--- config.mk ---
export PLATFORM = sky130hd
export DESIGN_NAME = axis_mux_arbiter_flat
export DESIGN_NICKNAME = d
export VERILOG_FILES = /design/src/rtl/axis_mux_arbiter_if.sv /design/src/rtl/axis_mux_arbiter.sv /design/src/flat_wrapper.sv
export SDC_FILE = /design/constraint.sdc
export NUM_CORES = 1
export LEC_CHECK = 0
export CORE_UTILIZATION = 25
export DETAILED_ROUTE_END_ITERATION = 10
export DONT_BUFFER_PORTS = 1
export PLACE_DENSITY_LB_ADDON = 0.08
export SLEW_MARGIN = 20
export SYNTH_ARGS = -nofsm -noshare
export SYNTH_HDL_FRONTEND = slang
export SYNTH_SLANG_ARGS = --single-unit
export TNS_END_PERCENT = 10
--- constraint.sdc ---
create_clock -name counter_clk -period 2.6 [get_ports counter_clk]
set_clock_uncertainty 0.2 [all_clocks]
set_input_delay 0.52 -clock counter_clk [delete_from_list [all_inputs] [get_ports counter_clk]]
set_output_delay 0.52 -clock counter_clk [all_outputs]
set_load 0.02 [all_outputs]
--- src/rtl/axis_mux_arbiter_if.sv ---
// AXI-Stream style handshake bundle shared by the requester and output sides
// of axis_mux_arbiter.
interface axis_mux_arbiter_if #(
    parameter int unsigned DATA_W = 32
) ();
    logic [DATA_W-1:0] tdata;
    logic              tvalid;
    logic              tready;
    logic              tlast;

    modport master (output tdata, output tvalid, output tlast, input tready);
    modport slave  (input tdata, input tvalid, input tlast, output tready);
endinterface

--- src/rtl/axis_mux_arbiter.sv ---
// Two-input packet-locked round-robin stream mux.
// Define AXIS_MUX_OUT_REG_EN to place a 2-entry skid register on the output.
module axis_mux_arbiter #(
    parameter int unsigned DATA_W = 32
) (
    input  logic                 counter_clk,
    input  logic                 reset,
    axis_mux_arbiter_if.slave    s0,
    axis_mux_arbiter_if.slave    s1,
    axis_mux_arbiter_if.master   m,
    output logic                 m_tsel,
    output logic                 busy
);
    typedef enum logic [1:0] {StIdle, StGrant0, StGrant1} state_e;

    state_e            state_q, state_d;
    logic              last_grant_q, last_grant_d;
    logic              mid_q, mid_d;
    logic              tsel_q, tsel_d;

    logic              granted, gsel;
    logic              sel_valid, sel_last, int_ready, accept;
    logic [DATA_W-1:0] sel_data;
    logic              own_valid, other_valid;
    state_e            own_st, other_st;

    always_comb begin
        granted     = (state_q != StIdle);
        gsel        = (state_q == StGrant1);
        own_valid   = gsel ? s1.tvalid : s0.tvalid;
        other_valid = gsel ? s0.tvalid : s1.tvalid;
        own_st      = gsel ? StGrant1 : StGrant0;
        other_st    = gsel ? StGrant0 : StGrant1;
        sel_valid   = granted & own_valid;
        sel_last    = granted & (gsel ? s1.tlast : s0.tlast);
        sel_data    = granted ? (gsel ? s1.tdata : s0.tdata) : '0;
        accept      = sel_valid & int_ready;
        s0.tready   = (state_q == StGrant0) & int_ready;
        s1.tready   = (state_q == StGrant1) & int_ready;
        busy        = granted;
    end

    always_comb begin
        state_d      = state_q;
        last_grant_d = last_grant_q;
        mid_d        = mid_q;
        unique case (state_q)
            StIdle: begin
                if (s0.tvalid && s1.tvalid) begin
                    state_d = last_grant_q ? StGrant0 : StGrant1;
                end else if (s0.tvalid) begin
                    state_d = StGrant0;
                end else if (s1.tvalid) begin
                    state_d = StGrant1;
                end
            end
            StGrant0, StGrant1: begin
                if (accept && sel_last) begin
                    last_grant_d = gsel;
                    mid_d        = 1'b0;
                    state_d      = other_valid ? other_st : (own_valid ? own_st : StIdle);
                end else if (accept) begin
                    mid_d = 1'b1;
                end else if (!mid_q && !own_valid) begin
                    // Between packets with the owner gone quiet: release the grant.
                    state_d = other_valid ? other_st : StIdle;
                end
            end
            default: state_d = StIdle;
        endcase
    end

    always_ff @(posedge counter_clk) begin
        if (!reset) begin
            state_q      <= StIdle;
            last_grant_q <= 1'b1;
            mid_q        <= 1'b0;
            tsel_q       <= 1'b0;
        end else begin
            state_q      <= state_d;
            last_grant_q <= last_grant_d;
            mid_q        <= mid_d;
            tsel_q       <= tsel_d;
        end
    end

`ifdef AXIS_MUX_OUT_REG_EN
    // Each slot holds {tsel, tlast, tdata}.
    logic [DATA_W+1:0] slot_q [2];
    logic              wr_ptr_q, rd_ptr_q;
    logic [1:0]        count_q;
    logic              pop;
    logic [DATA_W+1:0] head;

    always_comb begin
        head      = slot_q[rd_ptr_q];
        int_ready = (count_q != 2'd2);
        m.tvalid  = (count_q != 2'd0);
        pop       = m.tvalid & m.tready;
        m.tdata   = m.tvalid ? head[DATA_W-1:0] : '0;
        m.tlast   = m.tvalid & head[DATA_W];
        m_tsel    = m.tvalid ? head[DATA_W+1] : tsel_q;
        tsel_d    = pop ? head[DATA_W+1] : tsel_q;
    end

    always_ff @(posedge counter_clk) begin
        if (!reset) begin
            wr_ptr_q <= 1'b0;
            rd_ptr_q <= 1'b0;
            count_q  <= 2'd0;
        end else begin
            if (accept) begin
                slot_q[wr_ptr_q] <= {gsel, sel_last, sel_data};
                wr_ptr_q         <= ~wr_ptr_q;
            end
            if (pop) begin
                rd_ptr_q <= ~rd_ptr_q;
            end
            count_q <= count_q + {1'b0, accept} - {1'b0, pop};
        end
    end
`else
    always_comb begin
        int_ready = m.tready;
        m.tvalid  = sel_valid;
        m.tdata   = sel_data;
        m.tlast   = sel_last;
        m_tsel    = granted ? gsel : tsel_q;
        tsel_d    = m_tsel;
    end
`endif

endmodule

--- src/flat_wrapper.sv ---
// flat-port wrapper written by rule: the top's interface ports become plain ports
module axis_mux_arbiter_flat 
#(
    parameter int unsigned DATA_W = 32
)
  (counter_clk, reset, m_tsel, busy, s0_tdata, s0_tvalid, s0_tlast, s0_tready, s1_tdata, s1_tvalid, s1_tlast, s1_tready, m_tdata, m_tvalid, m_tlast, m_tready);
  axis_mux_arbiter_if #(.DATA_W(DATA_W)) s0_i ();
  axis_mux_arbiter_if #(.DATA_W(DATA_W)) s1_i ();
  axis_mux_arbiter_if #(.DATA_W(DATA_W)) m_i ();
  input  logic counter_clk;
  input  logic reset;
  output logic m_tsel;
  output logic busy;
  input wire logic [$bits(s0_i.tdata)-1:0] s0_tdata;
  input wire logic [$bits(s0_i.tvalid)-1:0] s0_tvalid;
  input wire logic [$bits(s0_i.tlast)-1:0] s0_tlast;
  output wire logic [$bits(s0_i.tready)-1:0] s0_tready;
  input wire logic [$bits(s1_i.tdata)-1:0] s1_tdata;
  input wire logic [$bits(s1_i.tvalid)-1:0] s1_tvalid;
  input wire logic [$bits(s1_i.tlast)-1:0] s1_tlast;
  output wire logic [$bits(s1_i.tready)-1:0] s1_tready;
  output wire logic [$bits(m_i.tdata)-1:0] m_tdata;
  output wire logic [$bits(m_i.tvalid)-1:0] m_tvalid;
  output wire logic [$bits(m_i.tlast)-1:0] m_tlast;
  input wire logic [$bits(m_i.tready)-1:0] m_tready;
  assign s0_i.tdata = s0_tdata;
  assign s0_i.tvalid = s0_tvalid;
  assign s0_i.tlast = s0_tlast;
  assign s0_tready = s0_i.tready;
  assign s1_i.tdata = s1_tdata;
  assign s1_i.tvalid = s1_tvalid;
  assign s1_i.tlast = s1_tlast;
  assign s1_tready = s1_i.tready;
  assign m_tdata = m_i.tdata;
  assign m_tvalid = m_i.tvalid;
  assign m_tlast = m_i.tlast;
  assign m_i.tready = m_tready;
  axis_mux_arbiter #(.DATA_W(DATA_W)) u_core (.counter_clk(counter_clk), .reset(reset), .s0(s0_i), .s1(s1_i), .m(m_i), .m_tsel(m_tsel), .busy(busy));
endmodule
# After elaboration in Yosys (flattened, before gate mapping)
# Cells that the tools add are included.
dict set report word_totals {
  reg_bits 5
  latchBits 0
  ram_bits 0
  romBits 0
  inputBits 71
  out_inout_bits 38
  wordCells 47
  n_memories 0
}
dict set report classes {
  n_addsub 0
  multipliers 0
  div 0
  n_lt_le_gt_ge 0
  eq_ne 5
  n_shift 0
  n_mux 21
  bitwise_logic 5
  reduce_logical 12
}
# cell n
set ops {}
lappend ops {{$mux 32} 2}
lappend ops {{$mux 2} 12}
lappend ops {{$mux 1} 6}
lappend ops {{$and 1x1->1} 5}
lappend ops {{$ne 4x3->1 const B} 1}
lappend ops {{$pmux 2 s2} 1}
lappend ops {{$reduce_and 2->1} 2}
lappend ops {{$reduce_bool 2->1} 2}
lappend ops {{$logic_and 1x1->1} 3}
lappend ops {{$ne 3x1->1 const B} 1}
lappend ops {{$ne 3x3->1 const B} 1}
lappend ops {{$reduce_and 3->1} 1}
lappend ops {{$eq 2x1->1 const B} 1}
lappend ops {{$eq 2x2->1 const B} 1}
lappend ops {{$logic_not 1->1} 2}
lappend ops {{$logic_not 2->1} 1}
lappend ops {{$reduce_or 2->1} 1}

# Logic depth before layout (Yosys ltp)
dict set report logic_depth {
  ltp_word 8
  mapped_depth 7
  ltp_nobuf 6
}

# Worst setup path after synthesis
# No wires, ideal clock.
dict set report synth_path {
  path_type {flip-flop to output port}
  startpoint {register u_core.state_q[0]}
  endpoint {output m_tdata[0]}
  arrival_ns 1.413
  t_required_ns 1.880
  setup_slack_ns 0.467
  path_stages_with_launch 7
  path_buffers 2
  cell_sequence {dfxtp_1 -> inv_1 -> ha_1 -> buf_2 -> buf_2 -> mux2i_1 -> nor2_1}
}
dict set report synth_via {
  elab_chain_len 3
  elab_cells_between_ends 4
  cone_classes {eq/ne: 1; mux: 2; reduce/logical: 1}
}
# element line
set synth_lines {}
lappend synth_lines {{start, declared} axis_mux_arbiter.sv:16} ;# state_e state_q, state_d;
lappend synth_lines {{start signal, assigned} axis_mux_arbiter.sv:75} ;# state_q <= StIdle;
lappend synth_lines {{start signal, assigned} axis_mux_arbiter.sv:80} ;# state_q <= state_d;
lappend synth_lines {{$eq 2x2->1} axis_mux_arbiter.sv:29} ;# gsel = (state_q == StGrant1);
lappend synth_lines {{named net u_core.gsel} axis_mux_arbiter.sv:21} ;# logic granted, gsel;
lappend synth_lines {{$mux 32 (2 in series)} axis_mux_arbiter.sv:36} ;# sel_data = granted ? (gsel ? s1.tdata : s0.tdata) : '0;
lappend synth_lines {{end, declared} flat_wrapper.sv:22} ;# output wire logic [$bits(m_i.tdata)-1:0] m_tdata;
# The timed path passes the listed nets, and every way through them passes these cells.

# Worst setup path in the final report
dict set report layout_path {
  startpoint {register u_core.state_q[0]}
  endpoint {output m_tdata[2]}
}
# The elaborated chain is that of the path after synthesis.

==> out/qor_table.md <==
| Parameter | This run | Unit |
|---|---|---|
| Number of buffer and inverter stages on the critical path | 3 | - |
| RSZ-0062 raised after global routing | false | - |
| Number of buffers on the longest clock path | 2 | - |
| Via Count | 961 | - |
| Critical path endpoint category | primary output | - |
| Sum of negative setup slack | 0 | ns |
| Final hold viol count | 0 | - |
| PwrDens | 894 | nW/um^2 |
| First-iteration detailed-routing DRC count | 15 | - |
| Post-route DRC | 0 | - |
| Number of sinks handled by clock tree synthesis | 5 | - |
| Half-perimeter wire length after detailed placement | 2060 | microns |
| Post-synthesis instance area | 885 | sq um |
| Overflow left after global routing | 0 | - |
| CTS tree | built | - |
| Number of nets still failing antenna checks after routing | 0 | - |
| Mapped Cells | 119 | - |
| Post-CTS Hold Fix Bufs | 0 | - |
| Filler Cell Count | 380 | - |
| Post-synthesis share of cell area spent on xor and xnor gates | 0 | - |
| Clk pin slew, worst setup/hold paths | 0.04 | ns |
| Largest net degree at the start of global routing | 23 | - |
| Initial core utilization | 0.263 | - |
| Data required time of the critical path | 1.88 | ns |
| Synthesized flop and latch total | 5 | - |
| Number of antenna violations at the first check in global routing | 0 | - |
| Diode insertion count for antenna repair | 0 | - |
| Clock tree root driver cell | sky130_fd_sc_hd__clkbuf_4 | - |
| IO Port Bufs | 0 | - |
| Depth of the CTS H-tree | 1 | - |
| Portion of the post-synthesis area used by sequential elements | 0.113 | - |
| Crit Path Category | register to primary output | - |
| Library cell occupying the most area in the post-synthesis netlist | sky130_fd_sc_hd__mux2i_1 | - |
| Hold crit path type | input port to register | - |
| Critical path's slowest cell | sky130_fd_sc_hd__buf_4 | - |
| Post-layout instance area | 1180 | sq um |
| Mux share of post-synthesis cell area | 0.396 | - |
| Die span in x | 61.5 | microns |
| Die height | 61.5 | microns |
| Vias in the first global route | 752 | - |
| Basic-gate share of the synthesized area counting and, or, nand and nor cells | 0.240 | - |
| Headroom to the max-slew limit | 0.707 | - |
| Final-report max-slew violation count | 0 | - |
| Core area | 3360 | sq um |
| Routed via count divided by cell count | 4.95 | - |
| Top achievable clock speed | 411 | MHz |
| Post-detailed-placement cell area | 1150 | sq um |
| Synthesized net count | 195 | - |
| Largest family of logic cells by synthesized area | multiplexers | - |
| Dominant delay contributor by cell family on the critical path | buffers and inverters | - |
| Tightest Pin Transition | 0.427 | ns |
| EDFF count, synth | 0 | - |
| Avg Synthesized Cell Area | 7.43 | sq um |
| Met1 track demand over resource in global routing | 0.131 | - |
| Post-synthesis share of cell area spent on full adders, half adders and majority gates | 0.0707 | - |
| Die footprint | 3780 | sq um |
| Number of core rows | 21 | - |
| Growth of design area from synthesis to finish | 33.4 | % |
| IR drop worst, VDD | 0.323 | mV |
| Number of gates resized after CTS | 0 | - |
| Top cell type's share of synthesized area | 0.396 | - |
| Maximum Capacitance Violations | 0 | - |
| Synth warnings | 0 | - |
| Global-route usage over all layers | 0.115 | - |
| Total wire length | 2490 | microns |
| Met3 Use GR | 0.0525 | - |
| Met2 capacity usage during global routing | 0.194 | - |
| Launching element type of the critical path | register | - |
| Share of final-layout standard cells stronger than drive strength 1 | 0.270 | - |
| CP most frequent cell | sky130_fd_sc_hd__buf_4 | - |
| Main flop type after synthesis | sky130_fd_sc_hd__dfxtp_1 | - |
| CP arrival | 1.71 | ns |
| Post-synth top cells | sky130_fd_sc_hd__mux2i_1 (35), sky130_fd_sc_hd__nor2_1 (35), sky130_fd_sc_hd__inv_1 (7) | - |
| Synth top area cells | sky130_fd_sc_hd__mux2i_1 (40%), sky130_fd_sc_hd__nor2_1 (15%), sky130_fd_sc_hd__dfxtp_1 (11%) | - |
| Highest fanout seen on the critical path | 22 | - |
| Biggest cell delay along the critical path | 0.34 | ns |
| Critical-path cell list | inv_1, ha_2, buf_4, mux2i_1, nor2_1, buf_4 | - |
| Fraction of the mapped netlist area in compound gates | 0.106 | - |
| Final Setup Violations | 0 | - |
| Share of the cycle needed by the critical path after routing | 0.936 | - |
| Count of pins on the block boundary | 109 | - |
| Number of library cell types mapped by synthesis | 25 | - |
| Result of the run | finished clean | - |
| TritonCTS buffer count | 3 | - |
| Leak Pwr | 0.491 | nW |
| Post-layout nets | 225 | - |
| Weighted congestion at the end of routability-driven global placement | 0.801 | - |
| Skew-Pair Late Insertion Delay | 0.24 | ns |
| Detail-routed net length per standard cell | 12.8 | microns |
| Proportion of synthesized flip-flops having asynchronous set or reset | 0 | - |
| Highest-utilization routing layer at the global route stage | met2 | - |
| First-pass GRT wire length | 3230 | microns |
| Number of setup buffers added after CTS | 0 | - |
| Time the final worst path needs with I/O delays and setup | 2.43 | ns |
| Number of iterations in the first detailed-routing pass | 2 | - |
[metrics by stage]
| stage | hold slack (ns) | cells | power (mW) | util | worst slack (ns) |
|---|---|---|---|---|---|
| floorplan | 0.260 | 119 | 0.712 | - | 0.467 |
| global route | 0.166 | 194 | 1.16 | 0.351 | 0.00329 |
| CTS | 0.164 | 194 | 1.07 | 0.351 | 0.146 |
| detailed placement | 0.316 | 190 | 0.977 | 0.343 | 0.360 |
| global placement | 0.289 | 190 | 0.973 | 0.343 | 0.442 |
| finish | 0.169 | 194 | 1.05 | 0.351 | 0.166 |
[layer usage]
layer / vias to the layer above / routed length, microns
li1: 475 / -
met1: 427 / 982
met2: 59 / 1270
met3: 0 / 242
met4: 0 / 0
met5: - / 0
[logic make-up (layout without fill, tap and decap cells)]
kind of cell               Yosys count  count (layout)
AOI/OAI and AO/OA                   12              12
adders and majority gates            5               5
buffers and inverters               15              44
DFF                                  5               5
muxes                               35              35
and+or+nand+nor                     47              47
[layout by cell type, fill, tap and decap left out, types with 3 or more instances in the layout]
| cell type | instances |
|---|---|
| sky130_fd_sc_hd__buf_4 | 33 |
| sky130_fd_sc_hd__clkbuf_4 | 3 |
| sky130_fd_sc_hd__dfxtp_1 | 5 |
| sky130_fd_sc_hd__ha_1 | 4 |
| sky130_fd_sc_hd__inv_1 | 7 |
| sky130_fd_sc_hd__mux2i_1 | 35 |
| sky130_fd_sc_hd__nand2_1 | 3 |
| sky130_fd_sc_hd__nor2_1 | 35 |
[area by class of cell]
class | count | area [sq um] | area share
Clock buffer | 4 | 26.3 | 0.0223
Tap cell | 46 | 57.6 | 0.0488
Inverter | 7 | 26.3 | 0.0223
Timing Repair Buffer | 33 | 248 | 0.210
Sequential cell | 5 | 100 | 0.0848
Multi-Input combinational cell | 99 | 722 | 0.612
[flip-flops by register name (all words and copies together), names as in the netlist]
| register | cells |
|---|---|
| u_core.state_q | 2 |
| u_core.last_grant_q | 1 |
| u_core.mid_q | 1 |
| u_core.tsel_q | 1 |
[report_power, final]
group	internal (mW)	leakage, nW	switching (mW)
Sequential	0.0916	0.0408	0.0135
Combinational	0.352	0.435	0.508
Clock	0.0580	0.0150	0.0322
[path summary, 6_finish.rpt]
path | startpoint | endpoint | slack [ns] | cells past startpoint
worst min-delay path | reset | u_core.last_grant_q | 0.17 | 1
worst min register to register | u_core.mid_q | u_core.mid_q | 0.32 | 2
worst max register to register | u_core.state_q[0] | u_core.state_q[0] | 0.37 | 6
worst max-delay path | u_core.state_q[0] | m_tdata[2] | 0.17 | 6
(Power assumes the default switching activity.)
